--- config.mk ---
export PLATFORM = sky130hd
export DESIGN_NAME = mst_rx_sink_flat
export DESIGN_NICKNAME = d
export VERILOG_FILES = /design/src/rtl/mst_rx_sink_pkg.sv /design/src/rtl/mst_rx_sink_if.sv /design/src/rtl/mst_rx_sink_sfifo.sv /design/src/rtl/mst_rx_sink.sv /design/src/flat_wrapper.sv
export SDC_FILE = /design/constraint.sdc
export NUM_CORES = 1
export LEC_CHECK = 0
export CORE_MARGIN = 8
export CORE_UTILIZATION = 40
export CTS_CLUSTER_DIAMETER = 40
export DETAILED_ROUTE_END_ITERATION = 10
export PLACE_DENSITY = 0.62
export SLEW_MARGIN = 15
export SYNTH_ARGS = -nofsm -noshare
export SYNTH_HDL_FRONTEND = slang
export SYNTH_SLANG_ARGS = --single-unit
--- constraint.sdc ---
create_clock -name clk -period 2.4 [get_ports clk]
set_input_delay 0.24 -clock clk [delete_from_list [all_inputs] [get_ports clk]]
set_output_delay 0.24 -clock clk [all_outputs]
set_load 0.05 [all_outputs]
--- src/rtl/mst_rx_sink_pkg.sv ---
// Shared definitions for the host->FPGA receive sink.
// Holds default geometry and the word packing {be, data} used by flow
// control, the sink FIFO and the channel-0 checker.
package mst_rx_sink_pkg;
  localparam int ADDRBIT_D = 2;   // FIFO address bits
  localparam int DWIDTH_D  = 16;  // data bits per word
  localparam int BEWIDTH_D = 2;   // byte enables per word
  localparam int CNTW_D    = 16;  // delivered-word counter width

  // Word packing: data in the low bits, byte enables on top.
  localparam int DAT_LSB   = 0;
  localparam int BE_LSB    = DWIDTH_D;

  localparam logic [BEWIDTH_D-1:0] BE_ALL = {BEWIDTH_D{1'b1}};

  // Default-width word view, handy for building stimulus.
  typedef struct packed {
    logic [BEWIDTH_D-1:0] be;
    logic [DWIDTH_D-1:0]  data;
  } word_t;
endpackage

--- src/rtl/mst_rx_sink_if.sv ---
// Receive-path bus between flow control (master), the sink, and the
// channel-0 checker. The sink takes the slave modport.
//  rxena/rxwr/rxdin : flow control -> sink write side
//  rxrdy            : sink -> flow control space indication
//  chk0vld/chk0dat  : sink -> checker word
//  chk0ack          : checker -> sink accept
interface mst_rx_sink_if #(
  parameter int DWIDTH  = 16,
  parameter int BEWIDTH = 2
);
  logic                       rxena;
  logic                       rxwr;
  logic [DWIDTH+BEWIDTH-1:0]  rxdin;
  logic                       rxrdy;
  logic                       chk0vld;
  logic [DWIDTH+BEWIDTH-1:0]  chk0dat;
  logic                       chk0ack;

  modport master (
    output rxena, rxwr, rxdin, chk0ack,
    input  rxrdy, chk0vld, chk0dat
  );

  modport slave (
    input  rxena, rxwr, rxdin, chk0ack,
    output rxrdy, chk0vld, chk0dat
  );
endinterface

--- src/rtl/mst_rx_sink_sfifo.sv ---
// Small synchronous FIFO for the receive sink.
//  wr/din   : push (ignored while full)
//  rd/dout  : pop (ignored while empty); dout shows the head word
//  len      : occupancy, ADDRBIT+1 bits so a full FIFO is distinguishable
//  full/empty derived from len
module mst_rx_sink_sfifo #(
  parameter int ADDRBIT = 2,
  parameter int WIDTH   = 18
) (
  input  logic               clk,
  input  logic               rst_n,
  input  logic               wr,
  input  logic [WIDTH-1:0]   din,
  input  logic               rd,
  output logic [WIDTH-1:0]   dout,
  output logic [ADDRBIT:0]   len,
  output logic               full,
  output logic               empty
);
  localparam int LENGTH = 1 << ADDRBIT;

  logic [WIDTH-1:0]   mem [LENGTH];
  logic [ADDRBIT-1:0] wrptr, rdptr;
  logic               wr_en, rd_en;

  assign full  = len[ADDRBIT];
  assign empty = (len == '0);
  assign wr_en = wr & ~full;
  assign rd_en = rd & ~empty;
  assign dout  = mem[rdptr];

  always_ff @(posedge clk or negedge rst_n) begin
    if (!rst_n) begin
      for (int i = 0; i < LENGTH; i++) mem[i] <= '0;
      wrptr <= '0;
      rdptr <= '0;
      len   <= '0;
    end else begin
      if (wr_en) begin
        mem[wrptr] <= din;
        wrptr      <= wrptr + 1'b1;  // depth is a power of two: natural wrap
      end
      if (rd_en) rdptr <= rdptr + 1'b1;
      case ({wr_en, rd_en})
        2'b10:   len <= len + 1'b1;
        2'b01:   len <= len - 1'b1;
        default: ;
      endcase
    end
  end
endmodule

--- src/rtl/mst_rx_sink.sv ---
// Receive sink: buffers host->FPGA words written by flow control and
// hands them to the channel-0 checker over valid/ack.
//  clk, rst_n : clock, async active-low reset
//  bus        : slave side of mst_rx_sink_if (rx write side + checker side)
//  rxovf      : sticky, a write arrived while the FIFO was full
//  rxpart     : sticky, an accepted word had a partial byte-enable
//  rxcnt      : words delivered to the checker, wraps
module mst_rx_sink
  import mst_rx_sink_pkg::*;
#(
  parameter int ADDRBIT = ADDRBIT_D,
  parameter int LENGTH  = 2 ** ADDRBIT,
  parameter int DWIDTH  = DWIDTH_D,
  parameter int BEWIDTH = BEWIDTH_D,
  parameter int CNTW    = CNTW_D
) (
  input  logic            clk,
  input  logic            rst_n,
  mst_rx_sink_if.slave    bus,
  output logic            rxovf,
  output logic            rxpart,
  output logic [CNTW-1:0] rxcnt
);
  localparam int WW = DWIDTH + BEWIDTH;
  localparam logic [BEWIDTH-1:0] BE_FULL = {BEWIDTH{1'b1}};

  logic [WW-1:0]    fifo_dout;
  logic [ADDRBIT:0] len;
  logic             full, empty;
  logic             wr, load, take;
  logic             vld;
  logic [WW-1:0]    dat;
  logic [BEWIDTH-1:0] be;

  assign be   = bus.rxdin[WW-1:DWIDTH];
  // rxwr is honoured even with rxena low so the in-flight word is kept.
  assign wr   = bus.rxwr & ~full;
  assign take = vld & bus.chk0ack;
  assign load = ~empty & (~vld | bus.chk0ack);

  mst_rx_sink_sfifo #(.ADDRBIT(ADDRBIT), .WIDTH(WW)) u_fifo (
    .clk   (clk),
    .rst_n (rst_n),
    .wr    (bus.rxwr),
    .din   (bus.rxdin),
    .rd    (load),
    .dout  (fifo_dout),
    .len   (len),
    .full  (full),
    .empty (empty)
  );

  // One entry of headroom: flow control may already have a write in flight
  // when it samples rxrdy. Held low during reset.
  assign bus.rxrdy   = rst_n & bus.rxena & (len < (ADDRBIT+1)'(LENGTH-1));
  assign bus.chk0vld = vld;
  assign bus.chk0dat = dat;

  always_ff @(posedge clk or negedge rst_n) begin
    if (!rst_n) begin
      vld    <= 1'b0;
      dat    <= '0;
      rxcnt  <= '0;
      rxovf  <= 1'b0;
      rxpart <= 1'b0;
    end else begin
      // Output register: refill on ack or when idle; data holds when drained.
      if (load) begin
        dat <= fifo_dout;
        vld <= 1'b1;
      end else if (take) begin
        vld <= 1'b0;
      end

      if (take) rxcnt <= rxcnt + 1'b1;

      // An idle cycle with rxena low marks a new session.
      if (!bus.rxena && !bus.rxwr) begin
        rxovf  <= 1'b0;
        rxpart <= 1'b0;
      end else begin
        if (bus.rxwr && full)    rxovf  <= 1'b1;
        if (wr && be != BE_FULL) rxpart <= 1'b1;
      end
    end
  end
endmodule

--- src/flat_wrapper.sv ---
// flat-port wrapper written by rule: the top's interface ports become plain ports
module mst_rx_sink_flat import mst_rx_sink_pkg::*;
#(
  parameter int ADDRBIT = ADDRBIT_D,
  parameter int LENGTH  = 2 ** ADDRBIT,
  parameter int DWIDTH  = DWIDTH_D,
  parameter int BEWIDTH = BEWIDTH_D,
  parameter int CNTW    = CNTW_D
)
  (clk, rst_n, rxovf, rxpart, rxcnt, bus_rxena, bus_rxwr, bus_rxdin, bus_chk0ack, bus_rxrdy, bus_chk0vld, bus_chk0dat);
  mst_rx_sink_if #(.DWIDTH(DWIDTH), .BEWIDTH(BEWIDTH)) bus_i ();
  input  logic clk;
  input  logic rst_n;
  output logic rxovf;
  output logic rxpart;
  output logic [CNTW-1:0] rxcnt;
  input wire logic [$bits(bus_i.rxena)-1:0] bus_rxena;
  input wire logic [$bits(bus_i.rxwr)-1:0] bus_rxwr;
  input wire logic [$bits(bus_i.rxdin)-1:0] bus_rxdin;
  input wire logic [$bits(bus_i.chk0ack)-1:0] bus_chk0ack;
  output wire logic [$bits(bus_i.rxrdy)-1:0] bus_rxrdy;
  output wire logic [$bits(bus_i.chk0vld)-1:0] bus_chk0vld;
  output wire logic [$bits(bus_i.chk0dat)-1:0] bus_chk0dat;
  assign bus_i.rxena = bus_rxena;
  assign bus_i.rxwr = bus_rxwr;
  assign bus_i.rxdin = bus_rxdin;
  assign bus_i.chk0ack = bus_chk0ack;
  assign bus_rxrdy = bus_i.rxrdy;
  assign bus_chk0vld = bus_i.chk0vld;
  assign bus_chk0dat = bus_i.chk0dat;
  mst_rx_sink #(.ADDRBIT(ADDRBIT), .LENGTH(LENGTH), .DWIDTH(DWIDTH), .BEWIDTH(BEWIDTH), .CNTW(CNTW)) u_core (.clk(clk), .rst_n(rst_n), .bus(bus_i), .rxovf(rxovf), .rxpart(rxpart), .rxcnt(rxcnt));
endmodule
==> results of run 1 <==
[final cells by class]
class,count,area [µm²],area share (%)
Sequential cell,116,2900,44.3
Multi-Input combinational cell,186,2060,31.5
Timing Repair Buffer,67,676,10.3
Clock buffer,24,522,7.96
Tap cell,172,215,3.28
Clock inverter,8,143,2.18
Inverter,9,33.8,0.515
[layer usage]
layer	part of all wire, %	track usage, %	wire [µm]
met1	41	13.5	3970
met2	51	22.0	4950
met3	6.0	4.68	577
met4	1.6	5.39	157
met5	0	0	0
[power groups by stage]
stage | sequential [mW] | clock, mW | combinational [mW]
finish | 3.37 | 2.76 | 3.77
global route | 3.50 | 2.90 | 4.06
CTS | 3.38 | 2.82 | 3.84
detailed placement | 3.41 | 0 | 3.82
global placement | 3.36 | 0 | 3.75
floorplan | 4.02 | 0 | 2.17
[tightest hold or removal path, cell delays in order]
cell,delay (ns)
clkdlybuf4s50_1,0.44
nand2_1,0.08
nand2_1,0.04
[kinds of logic after synthesis]
kind of cell,share of synthesized area [%]
flip-flops,56.9
adder cells (fa/ha/maj),1.87
multiplexers,28.6
AO/OA/AOI/OAI,0.834
XOR/XNOR,3.61
AND/OR/NAND/NOR,5.50
buffers and inverters,2.70
[worst min-delay path by stage]
stage / depth (start not counted) / slack [ns] / end / start
detailed placement: 2 / 0.41 / u_core.u_fifo.mem[58]$_DFFE_PN0P_ / rst_n
CTS: 3 / 0.44 / u_core.rxpart$_DFFE_PN0P_ / bus_rxena
floorplan: 0 / -0.06 / u_core.bus.chk0dat[0]$_DFFE_PN0P_ / rst_n
global placement: 2 / 0.40 / u_core.u_fifo.mem[58]$_DFFE_PN0P_ / rst_n
finish: 3 / 0.45 / u_core.rxpart$_DFFE_PN0P_ / bus_rxena
global route: 3 / 0.46 / u_core.rxpart$_DFFE_PN0P_ / bus_rxena
[state kept, by name (all words and copies together), names as in the netlist]
signal / count
u_core.u_fifo.mem: 72
u_core.bus.chk0dat: 18
u_core.rxcnt: 16
u_core.u_fifo.len: 3
u_core.u_fifo.rdptr: 2
u_core.u_fifo.wrptr: 2
u_core.bus.chk0vld: 1
u_core.rxovf: 1
u_core.rxpart: 1
[metrics by stage]
stage	setup slack (ns)	area, µm²	util, %	cells	hold slack, ns
after global routing	0.392	6550	52.4	582	0.464
final	0.460	6550	52.4	582	0.453
after detailed placement	0.220	5880	47.0	549	0.408
after CTS	0.438	6550	52.4	582	0.437
after global placement	0.290	5880	47.0	549	0.403
after floorplan	0.265	5100	-	322	-0.0556
[layout by cell type, fill, tap and decap left out, drive strengths merged]
cell type | Yosys | routed
and4 | 1 | 1
ha | 6 | 6
clkdlybuf4s50 | 0 | 58
inv | 9 | 9
clkinvlp | 0 | 1
bufinv | 0 | 4
fa | 1 | 1
nor2b | 2 | 2
o21ai | 4 | 4
mux4 | 18 | 18
mux2 | 91 | 91
clkinv | 0 | 3
nor2 | 6 | 6
nor3 | 2 | 2
xnor2 | 13 | 13
nand4 | 1 | 1
a21oi | 3 | 3
a211oi | 1 | 1
xor2 | 8 | 8
dlygate4sd3 | 0 | 1
nand2 | 17 | 17
nor4 | 2 | 2
buf | 11 | 8
nand3 | 6 | 6
or3 | 1 | 1
dfrtp | 116 | 116
and3 | 3 | 3
clkbuf | 0 | 24
[repair_timing]
item / 4_1_cts / 5_1_grt
endpoints found under the hold margin: 116 / 0
resized for setup: 0 / 0
hold buffers: 1 / 0
==> run_results.csv, run 1 <==
group,metric,value,unit
timing,finalCritPeriodShare,80.8,%
timing,fmax,515,MHz
synthesis,async_reset_ff_share,100,%
timing,maxSlewViolCount,0,
clocking,clock_sinks,116,
worst_setup_path,arrival,1.70,ns
global_routing,grt-ovfl-total,0,
drt,avgRoutedWirePerCell,16.6,µm
pwr,ir_worst_vdd,0.684,mV
worst_setup_path,endpoint,"bus_chk0vld",
worst_setup_path,critical_path.top_delay_family,"buffers and inverters",
pwr,swShare,32.2,%
global_routing,grt_max_degree,117,
timing,finalSetupViolCount,0,
placement,gp_congestion,0.771,
worst_setup_path,r2r_cells,8,
clocking,post-cts-setup-buffers,0,
worst_setup_path,path_max_fanout,6,
synthesis,synth_cell_types,29,
drt,drc,0,
synthesis,synth_top_area_share,56.9,%
worst_setup_path,worst-path-buf-inv,1,
pwr,power_density,1510,mW/mm²
worst_setup_path,r2r_slack,0.56,ns
synthesis,ys_ff_latch,116,
floorplan,die_h,129,µm
pwr,p_leak,2.83,nW
global_routing,grt_usage,12.6,%
clocking,cts_max_level,4,
synthesis,syn-mean-instance-area,15.8,µm²
timing,tightestPinTransition,0.632,ns
synthesis,yosys_warnings,0,
cells_and_area,diodes,0,
floorplan,die_area,0.0166,mm²
synthesis,yosysMostFrequentCell,"dfrtp_1",
drt,avgViaCountPerCell,4.92,
global_routing,antenna_found_initial,0,
placement,io_buffers,60,
synthesis,synth_seq_area_share,56.9,%
global_routing,grt_pass1_vias,3199,
floorplan,ios,61,
pwr,report.power.total,9.89,mW
cells_and_area,nFillCells,1077,
worst_setup_path,crit_path_top_delay_cell,"clkdlybuf4s50_1",
outcome,status,"complete, no violations",
pwr,p_int,6.71,mW
cells_and_area,num-nets-final,427,
drt,drt-total-wl,9.66,mm
pwr,p_seq_share,34.0,%
worst_setup_path,critPathRequiredTime,2.16,ns
clocking,cts_tree,"yes",
timing,finalSetupTns,0,ns
drt,num_vias,2865,
cells_and_area,drive_above_1_share,37.3,%
hold_path,worst_hold_path_type,"in2reg",
pwr,p_sw,3.18,mW
timing,fin_crit,1.94,ns
clocking,numCtsBuffers,17,
synthesis,synth_common_cells,"116 x dfrtp_1, 91 x mux2_2, 13 x nand2_1, 13 x xnor2_1, 11 x mux4_2",
worst_setup_path,crit_chain,"clkdlybuf4s50_1",
floorplan,initial_core_util,40.7,%
global_routing,grt_pass1_wl,16.1,mm
pwr,p_comb_share,38.1,%
synthesis,postSynthCellCount,322,
worst_setup_path,r2r_start,"u_core.u_fifo.len[2]$_DFFE_PN0P_",
worst_setup_path,cp-startpoint,"u_core.bus.chk0vld$_DFFE_PN0P_",
floorplan,rows,41,
timing,fin_worst_skew,0.00722,ns
clocking,clk_latency,0.40,ns
timing,rsz0062_at_grt,"no",
clocking,cts_root_buffer,"clkbuf_16",
worst_setup_path,max_stage_delay,0.85,ns
clocking,clock_path_buffers,2,
timing,hold_viol,0,
synthesis,syn_nets,352,
worst_setup_path,timing.rr.end,"u_core.u_fifo.len[2]$_DFFE_PN0P_",
pwr,pwr-share-clk,27.9,%
clocking,clk_pin_slew_worst_paths,0.05,ns
worst_setup_path,end_kind,"output pin",
drt,dr.pass1.iters,4,
worst_setup_path,start_kind,"flip-flop",
job,maxCapViolCount,0,
worst_setup_path,critical_path_class,"reg2out",
timing,relSlewSlack,57.8,%
synthesis,synth_edf_count,0,
drt,ant_nets,0,
synthesis,synthTopCellsByArea,"dfrtp_1 57%, mux2_2 20%, mux4_2 4.9%",
synthesis,syn-cell-area,0.00510,mm²
floorplan,core-area,0.0125,mm²
cells_and_area,area_growth,28.5,%
synthesis,ys.flop_type,"dfrtp_1",
placement,hpwlAfterDp,6.06,mm
drt,drt_iter0_drc,138,
floorplan,die_w,129,µm
worst_setup_path,worstSetupPathDepth,1,
synthesis,yosys.area.top_type,"dfrtp_1",
(Power assumes the default switching activity.)
==> run 2: changes to the inputs <==
--- a/config.mk
+++ b/config.mk
@@ -9,7 +9,7 @@
 export CORE_UTILIZATION = 40
 export CTS_CLUSTER_DIAMETER = 40
 export DETAILED_ROUTE_END_ITERATION = 10
-export PLACE_DENSITY = 0.62
+export PLACE_DENSITY = 0.65
 export SLEW_MARGIN = 15
 export SYNTH_ARGS = -nofsm -noshare
 export SYNTH_HDL_FRONTEND = slang
==> constraint.sdc (replaced) <==
create_clock -name clk -period 1.6 [get_ports clk]
set_input_delay 0.16 -clock clk [delete_from_list [all_inputs] [get_ports clk]]
set_output_delay 0.16 -clock clk [all_outputs]
set_load 0.05 [all_outputs]
==> run_results.csv, run 2 (synthesized netlist as in run 1, its figures left out) <==
group,metric,value,unit
outcome,status,"finished with violations",
outcome,violations,"negative setup slack",
placement,hpwlAfterDp,6.26,mm
cells_and_area,area_growth,28.4,%
worst_setup_path,arrival,1.98,ns
timing,finalSetupTns,-0.0593,ns
cells_and_area,layout_commonest_cell,"dfrtp_1",
cells_and_area,largest_reg_flops,72,
worst_setup_path,critPathRequiredTime,1.92,ns
drt,num_vias,2905,
placement,gp_congestion,0.730,
drt,drt_iter0_drc,133,
timing,tightestPinTransition,0.630,ns
floorplan,core-area,0.0125,mm²
global_routing,grt_max_degree,117,
clocking,clk_pin_slew_worst_paths,0.05,ns
job,maxCapViolCount,0,
clocking,cts_tree,"yes",
pwr,ir_worst_vdd,0.818,mV
drt,drc,0,
pwr,p_leak,2.92,nW
timing,rsz0062_at_grt,"yes",
global_routing,antenna_found_initial,0,
worst_setup_path,max_stage_delay,0.38,ns
timing,finalSetupViolCount,1,
pwr,report.power.total,14.4,mW
drt,avgRoutedWirePerCell,16.2,µm
pwr,power_density,2200,mW/mm²
drt,dr.pass1.iters,4,
drt,ant_nets,0,
floorplan,die_w,129,µm
clocking,cts_root_buffer,"clkbuf_16",
timing,fmax,603,MHz
cells_and_area,top_register,"u_core.u_fifo.mem",
cells_and_area,final_cell_mix,"107 x dfrtp_1, 91 x mux2_2, 56 x buf_4, 21 x clkdlybuf4s50_1, 17 x clkbuf_16",
worst_setup_path,crit_chain,"buf_6 > nor2b_2 > inv_2 > ha_4 > inv_2 > fa_2 > xor2_1 > nor2_1 > xor2_1",
clocking,numCtsBuffers,17,
cells_and_area,num-nets-final,444,
cells_and_area,diodes,0,
floorplan,ios,61,
timing,fin_ws,-0.0593,ns
clocking,cts_max_level,4,
worst_setup_path,worst-path-buf-inv,3,
worst_setup_path,end_kind,"flip-flop",
drt,drt-total-wl,9.69,mm
timing,relSlewSlack,58.0,%
hold_path,worst_hold_path_type,"in2reg",
floorplan,initial_core_util,40.7,%
cells_and_area,drive_above_1_share,51.1,%
placement,io_buffers,60,
global_routing,grt_usage,12.9,%
timing,fin_crit,1.66,ns
timing,finalCritPeriodShare,104,%
floorplan,die_h,129,µm
timing,fin_worst_skew,0.00835,ns
worst_setup_path,start_kind,"flip-flop",
global_routing,grt_pass1_wl,16.4,mm
clocking,clock_sinks,116,
worst_setup_path,critical_path_class,"reg2reg",
worst_setup_path,critical_path.top_delay_family,"adder cells",
floorplan,die_area,0.0166,mm²
clocking,clock_path_buffers,2,
floorplan,rows,41,
drt,avgViaCountPerCell,4.87,
clocking,clk_latency,0.40,ns
timing,hold_viol,0,
global_routing,grt_pass1_vias,3234,
global_routing,grt-ovfl-total,0,
worst_setup_path,path_max_fanout,5,
timing,maxSlewViolCount,0,
worst_setup_path,crit_path_top_delay_cell,"dfrtp_1",
==> run 2: final timing paths <==
| kind | from | endpoint | cells after the start | slack, ns |
|---|---|---|---|---|
| max in group asynchronous | rst_n | u_core.bus.chk0vld$_DFFE_PN0P_ | 3 | 0.68 |
| hold reg to reg | u_core.rxcnt[15]$_DFFE_PN0P_ | u_core.rxcnt[15]$_DFFE_PN0P_ | 1 | 0.47 |
| setup reg to reg | u_core.u_fifo.len[2]$_DFFE_PN0P_ | u_core.u_fifo.len[2]$_DFFE_PN0P_ | 9 | -0.06 |
| setup / recovery | u_core.u_fifo.len[2]$_DFFE_PN0P_ | u_core.u_fifo.len[2]$_DFFE_PN0P_ | 9 | -0.06 |
| min in group asynchronous | rst_n | u_core.u_fifo.mem[56]$_DFFE_PN0P_ | 3 | 0.40 |
| hold / removal | bus_rxena | u_core.rxpart$_DFFE_PN0P_ | 3 | 0.37 |
==> run 2: timing repair <==
action,in CTS,in global routing
hold buffers,1,0
endpoints found under the setup margin,3,81
buffers inserted,0,4
endpoints found under the hold margin,116,0
cloned,0,0
resized for setup,4,7
pin swaps,2,6
==> run 2: tightest hold or removal path: stages <==
cell and delay [ns]:
clkdlybuf4s50_1 0.44, nand2_1 0.08, nand2_1 0.04
==> run 2: per-layer routing <==
metal  vias to the layer above  track usage (%)  part of all wire, %
met2                        49             20.7                   51
met1                      1504             15.4                   43
li1                       1341                -                    -
met5                         -                0                    0
met3                        11             4.76                  4.7
met4                         0             5.18                  1.4
==> run 2: area by class of cell <==
class,count,area [µm²]
fillers,1079,5970
flip-flops and latches,116,2910
multi-input cells,186,2110
repair buffers,84,734
clock buffers,24,482
well taps,172,215
clock inverters,6,55.1
inverters,9,33.8
==> run 2: where the power goes <==
part           internal (mW)  total [mW]  switching, mW  leakage (nW)
clock                   2.22        3.40           1.18         0.269
sequential              4.34        5.07          0.734          1.40
combinational           3.02        5.92           2.91          1.24
==> run 2: stage by stage <==
stage	instance area, µm²	utilization (%)	worst slack, ns	std cells	hold WS (ns)
after floorplan	5130	-	-0.276	322	-0.136
after global placement	5930	47.4	-0.274	563	0.314
after detailed placement	5930	47.4	-0.298	563	0.331
after CTS	6500	51.9	-0.0816	594	0.353
after global routing	6550	52.3	-0.157	597	0.370
final	6550	52.3	-0.0593	597	0.365
==> run 3: changes to the inputs <==
--- a/config.mk
+++ b/config.mk
@@ -5,6 +5,7 @@
 export SDC_FILE = /design/constraint.sdc
 export NUM_CORES = 1
 export LEC_CHECK = 0
+export CORE_ASPECT_RATIO = 1.1
 export CORE_MARGIN = 8
 export CORE_UTILIZATION = 40
 export CTS_CLUSTER_DIAMETER = 40
==> run_results.csv, run 3 (synthesized netlist as in run 1, its figures left out) <==
group,metric,value,unit
outcome,status,"finished with violations",
outcome,violations,"negative setup slack",
worst_setup_path,max_stage_delay,0.42,ns
worst_setup_path,arrival,1.99,ns
floorplan,core-area,0.0125,mm²
drt,avgViaCountPerCell,5.00,
pwr,power_density,2200,mW/mm²
cells_and_area,fin_area,0.00649,mm²
placement,io_buffers,60,
timing,fin_crit,1.66,ns
clocking,clk_pin_slew_worst_paths,0.05,ns
timing,fin_worst_skew,0.00708,ns
timing,fin_ws,-0.0552,ns
worst_setup_path,critical_path.top_delay_family,"adder cells",
timing,tightestPinTransition,0.621,ns
floorplan,ios,61,
pwr,p_int,9.39,mW
placement,hpwlAfterDp,6.48,mm
pwr,p_seq_share,35.7,%
cells_and_area,drive_above_1_share,50.2,%
pwr,p_leak,2.88,nW
pwr,p_sw,4.88,mW
cells_and_area,largest_reg_flops,72,
floorplan,die_area,0.0166,mm²
worst_setup_path,crit_path_top_delay_cell,"dfrtp_1",
cells_and_area,area_growth,27.2,%
timing,fmax,604,MHz
drt,num_vias,2906,
placement,gp_congestion,0.768,
clocking,cts_max_level,4,
global_routing,antenna_found_initial,0,
cells_and_area,final_cell_mix,"107 x dfrtp_1, 91 x mux2_2, 54 x buf_4, 21 x clkdlybuf4s50_1, 17 x clkbuf_16",
global_routing,grt_max_degree,117,
floorplan,die_h,134,µm
cells_and_area,post-route-util,51.7,%
worst_setup_path,critPathRequiredTime,1.93,ns
drt,drc,0,
placement,dpl_cell_area,0.00592,mm²
drt,avgRoutedWirePerCell,17.4,µm
global_routing,grt_pass1_wl,16.8,mm
timing,hold_viol,0,
clocking,clock_path_buffers,2,
timing,finalSetupViolCount,13,
hold_path,worst_hold_path_type,"in2reg",
pwr,report.power.total,14.3,mW
clocking,numCtsBuffers,17,
worst_setup_path,end_kind,"flip-flop",
drt,drt-total-wl,10.1,mm
timing,relSlewSlack,58.6,%
global_routing,grt-ovfl-total,0,
global_routing,grt_pass1_vias,3201,
clocking,clk_latency,0.41,ns
drt,drt_iter0_drc,95,
clocking,post-cts-setup-buffers,0,
hold_path,hold_path_depth,3,
pwr,ir_worst_vdd,0.932,mV
pwr,pwr-share-clk,23.3,%
job,maxCapViolCount,0,
clocking,cts_root_buffer,"clkbuf_16",
timing,hold_slack,0.339,ns
timing,finalCritPeriodShare,103,%
placement,place_ws,-0.355,ns
timing,rsz0062_at_grt,"yes",
worst_setup_path,path_max_fanout,3,
floorplan,die_w,124,µm
worst_setup_path,crit_chain,"buf_4 > nor2b_2 > inv_2 > ha_4 > inv_2 > fa_2 > xor2_1 > nor2_1 > xor2_1",
worst_setup_path,worstSetupPathDepth,9,
cells_and_area,num-nets-final,441,
clocking,clock_sinks,116,
global_routing,grt_usage,13.4,%
worst_setup_path,worst-path-buf-inv,3,
cells_and_area,diodes,0,
floorplan,rows,43,
cells_and_area,top_register,"u_core.u_fifo.mem",
drt,ant_nets,0,
timing,maxSlewViolCount,0,
pwr,swShare,34.2,%
pwr,p_comb_share,41.0,%
clocking,cts_tree,"yes",
cells_and_area,layout_commonest_cell,"dfrtp_1",
worst_setup_path,start_kind,"flip-flop",
worst_setup_path,critical_path_class,"reg2reg",
drt,dr.pass1.iters,4,
floorplan,initial_core_util,40.7,%
worst_setup_path,r2r_cells,9,
==> run 3: cell types whose count changed in the layout (fill, tap and decap cells not counted), sizes merged <==
cell | previous run | this run
bufinv | 1 | 0
clkbuf | 24 | 27
buf | 62 | 59
==> run 3: final timing paths <==
check / startpoint / end / slack (ns)
hold / removal: bus_rxena / u_core.rxpart$_DFFE_PN0P_ / 0.34
setup reg to reg: u_core.u_fifo.len[2]$_DFFE_PN0P_ / u_core.u_fifo.len[2]$_DFFE_PN0P_ / -0.06
max in group asynchronous: rst_n / u_core.u_fifo.rdptr[0]$_DFFE_PN0P_ / 0.65
setup / recovery: u_core.u_fifo.len[2]$_DFFE_PN0P_ / u_core.u_fifo.len[2]$_DFFE_PN0P_ / -0.06
hold reg to reg: u_core.rxcnt[15]$_DFFE_PN0P_ / u_core.rxcnt[15]$_DFFE_PN0P_ / 0.47
min in group asynchronous: rst_n / u_core.u_fifo.mem[56]$_DFFE_PN0P_ / 0.45
==> run 3: worst register-to-register path, stage by stage (launching register included) <==
cell and delay [ns]:
dfrtp_1 0.42, buf_4 0.14, nor2b_2 0.04, inv_2 0.07, ha_4 0.13, inv_2 0.04
fa_2 0.33, xor2_1 0.15, nor2_1 0.13, xor2_1 0.15
==> run 3: metrics by stage <==
| stage | setup TNS, ns | std cells |
|---|---|---|
| after detailed placement | -13.35 | 548 |
| after CTS | -0.0710 | 581 |
| final | -0.148 | 581 |
| after global routing | -3.86 | 581 |
| after floorplan | -0.625 | 322 |
| after global placement | -11.63 | 548 |
==> run 3: power groups by stage <==
| stage | clock network [mW] | registers [mW] | logic [mW] |
|---|---|---|---|
| 6_report | 3.33 | 5.09 | 5.86 |
| 5_1_grt | 3.56 | 5.27 | 6.28 |
| 4_1_cts | 3.40 | 5.09 | 5.96 |
| 3_5_place_dp | 0 | 5.11 | 5.90 |
| 3_3_place_gp | 0 | 5.04 | 5.78 |
| 2_1_floorplan | 0 | 6.05 | 3.31 |
==> run 3: layout make-up <==
cell class | count | area (µm²)
multi-input cells | 186 | 2110
inverters | 9 | 33.8
clock inverters | 5 | 25.0
repair buffers | 81 | 717
well taps | 157 | 196
fillers | 1040 | 6050
clock buffers | 27 | 493
flip-flops and latches | 116 | 2910
==> run 3: per-layer routing <==
metal  wire length, µm  up-vias  track usage (%)
met5                 0        -                0
met4               233        0             5.63
met3               482       18             4.58
met2              5090       51             21.6
met1              4300     1489             15.7
li1                  -     1348                -
==> run 3: repair_timing <==
item                                    4_1_cts  5_1_grt
pin swaps                                     2        0
endpoints found under the setup margin        3       78
endpoints found under the hold margin       116        0
hold buffers                                  1        0
gates resized for setup                       5        3
cloned                                        0        0
==> edit: new RTL, flow settings as in run 1 <==
The package constant `CNTW_D` goes from 16 to 15.
--- a/src/rtl/mst_rx_sink_pkg.sv
+++ b/src/rtl/mst_rx_sink_pkg.sv
@@ -6,5 +6,5 @@
   localparam int DWIDTH_D  = 16;  // data bits per word
   localparam int BEWIDTH_D = 2;   // byte enables per word
-  localparam int CNTW_D    = 16;  // delivered-word counter width
+  localparam int CNTW_D    = 15;  // delivered-word counter width
 
   // Word packing: data in the low bits, byte enables on top.
Interface: changed (resized rxcnt); port bits go from 61 to 60. No check against the original RTL was run, so the function may have changed too.
==> edit against run 1 <==
- synthesized area down 0.49%
- routed wire length grew 1.4%
- non-clock buffer count is the same
- final area shrank 2.2%
- critical endpoint unchanged
- largest cell class unchanged
- clock power fell by 12%
- cell count decreased by 0.69%
- synthesized cell count fell by 0.93%
- power is 3.2% lower
- count of clock-buffer cells in the layout increased by 4
- setup slack worse by 0.0097 ns
- first-iteration DRC count down 2.2%
- sequential cell count is 1 lower
==> edit: results (changes against run 1) <==
- GRT Util Overall: 13.1% (was 12.6%)
- Worst stage delay on the critical path: 0.86 ns
- Worst Path Arrival: 1.71 ns
- First-pass GRT wire length: 16.6 mm (was 16.1 mm)
- Number of port buffers: 59 (was 60)
- Largest register by flop count: u_core.u_fifo.mem (unchanged)
- CP max-delay cell: clkdlybuf4s50_1 (unchanged)
- Post-CTS Setup Repair Bufs: 0 (unchanged)
- Crit path max-delay family: buffers and inverters (unchanged)
- Flop-to-flop setup slack: 0.57 ns
- RD Place Congestion: 0.717 (was 0.771)
- Seq/Total Area, Yosys: 56.7% (was 56.9%)
- FF-to-FF path depth: 8 (unchanged)
- Initial antenna violation count: 0 (unchanged)
- Vias in the first global route: 3136 (was 3199)
- Ant. Diodes: 0 (unchanged)
- Syn nets: 349 (was 352)
- Setup crit start: u_core.bus.chk0vld (unchanged)
- Worst VDD drop: 0.824 mV (was 0.684 mV)
- Final hold viol count: 0 (unchanged)
- Post-cts resize count: 0 (unchanged)
- Max reg flops: 72 (unchanged)
- Clk buf depth: 2 (unchanged)
- Ys async rst share: 100% (unchanged)
- Worst r2r src: u_core.u_fifo.len[2] (unchanged)
- Largest net degree at the start of global routing: 62 (was 117)
- Hpwl dp: 6.38 mm (was 6.06 mm)
- H-tree Lvls: 4 (unchanged)
- Worst-skew pair later-pin latency: 0.40 ns (about the same)
- Least-Margin Pin Slew: 0.760 ns (was 0.632 ns)
- Routed len/inst: 16.9 um (was 16.6 um)
- CP Max Fanout: 6 (unchanged)
- Count of different cell masters after synthesis: 31 (was 29)
- Post-DRT Antenna Nets: 0 (unchanged)
- DRT iter0 DRCs: 135 (was 138)
- Number of buffers created by CTS: 17 (unchanged)
- Worst-path clk slew: 0.05 ns (about the same)
- Yosys warns: 0 (unchanged)
- Via count: 2829 (was 2865)
- Most frequent cells after synthesis: dfrtp_1, mux2_2, mux4_2 (was dfrtp_1, mux2_2, nand2_1, xnor2_1, mux4_2)
- Final Skew: 0.00462 ns (was 0.00722 ns)
- Worst R2R End: u_core.u_fifo.len[2] (unchanged)
- Outcome: finished, final reports clean (unchanged)
- Pint: 0.00642 W (was 0.00671 W)
- CTS root buf: clkbuf_16 (unchanged)
- Top post-synthesis cells by area: dfrtp_1, mux2_2, mux4_2 (unchanged)
- Layout cell share with drive strength beyond 1: 38.4% (was 37.3%)
- Drt pass-1 iters: 4 (unchanged)
- Most common flop cell mapped by yosys: dfrtp_1 (unchanged)
- Worst Hold Class: input pin to asynchronous set/reset pin (was input pin to register)
- Leakage power: 2.75 nW (was 2.83 nW)
- Nets: 423 (was 427)
==> edit: changes by cell type after synthesis, moves of 2 or more <==
cell / delta
mux4_2: +6
nand3_1: -2
mux4_1: -6
nor2_1: +2
inv_1: +2
nand2_1: -3
and3_1: -3
nor4_4: +2
==> edit: how the worst max path moves through the flow <==
stage	cells past startpoint	slack, ns	endpoint
6_report	1	0.45	bus_chk0vld
5_1_grt	1	0.39	bus_chk0vld
4_1_cts	1	0.43	bus_chk0vld
3_5_place_dp	9	0.29	u_core.u_fifo.len[2]
3_3_place_gp	9	0.30	u_core.u_fifo.len[2]
2_1_floorplan	8	0.25	u_core.u_fifo.len[2]
==> edit: power by group through the flow <==
| stage | Clock (W) | Combinational [W] | Sequential (W) |
|---|---|---|---|
| CTS | 0.00248 | 0.00386 | 0.00337 |
| global placement | 0 | 0.00376 | 0.00335 |
| detailed placement | 0 | 0.00385 | 0.00339 |
| floorplan | 0 | 0.00218 | 0.00402 |
| finish | 0.00243 | 0.00379 | 0.00336 |
| global route | 0.00257 | 0.00407 | 0.00349 |
==> edit: layer usage <==
layer  GRT usage, %  part of all wire, %  routed length, um  up-vias
met5              0                    0                  0        -
li1               -                    -                  -     1290
met4           4.15                 0.91                 89        0
met1           15.4                   43               4210     1474
met2           21.5                   50               4920       57
met3           5.25                  5.8                572        8
==> edit: area by class of cell <==
class | count | area (sq um)
multi-input combinational | 181 | 2040
sequential | 115 | 2880
timing repair buffer | 67 | 658
clock buffer | 28 | 507
clock inverter | 4 | 70.1
inverter | 11 | 41.3
fill | 1088 | 6100
tap | 172 | 215
==> edit: logic make-up (layout without fill, tap and decap cells) <==
group                    after synthesis  after routing  synth area share (%)
XOR/XNOR                              20             20                  3.45
AO/OA/AOI/OAI                          7              7                 0.740
AND/OR/NAND/NOR                       37             37                  5.67
buffers and inverters                 23            110                  3.08
multiplexers                         110            110                  28.5
adder cells (fa/ha/maj)                7              7                  1.87
flip-flops                           115            115                  56.7
==> edit: stage by stage <==
step	utilization [%]	area (sq um)	hold WS, ns	cells	setup WS, ns
global route	51.2	6410	0.0901	578	0.395
global placement	46.6	5840	0.459	546	0.304
CTS	51.2	6410	0.0599	578	0.426
detailed placement	46.6	5840	0.463	546	0.286
floorplan	-	5070	-0.0556	319	0.254
finish	51.2	6410	0.0431	578	0.450
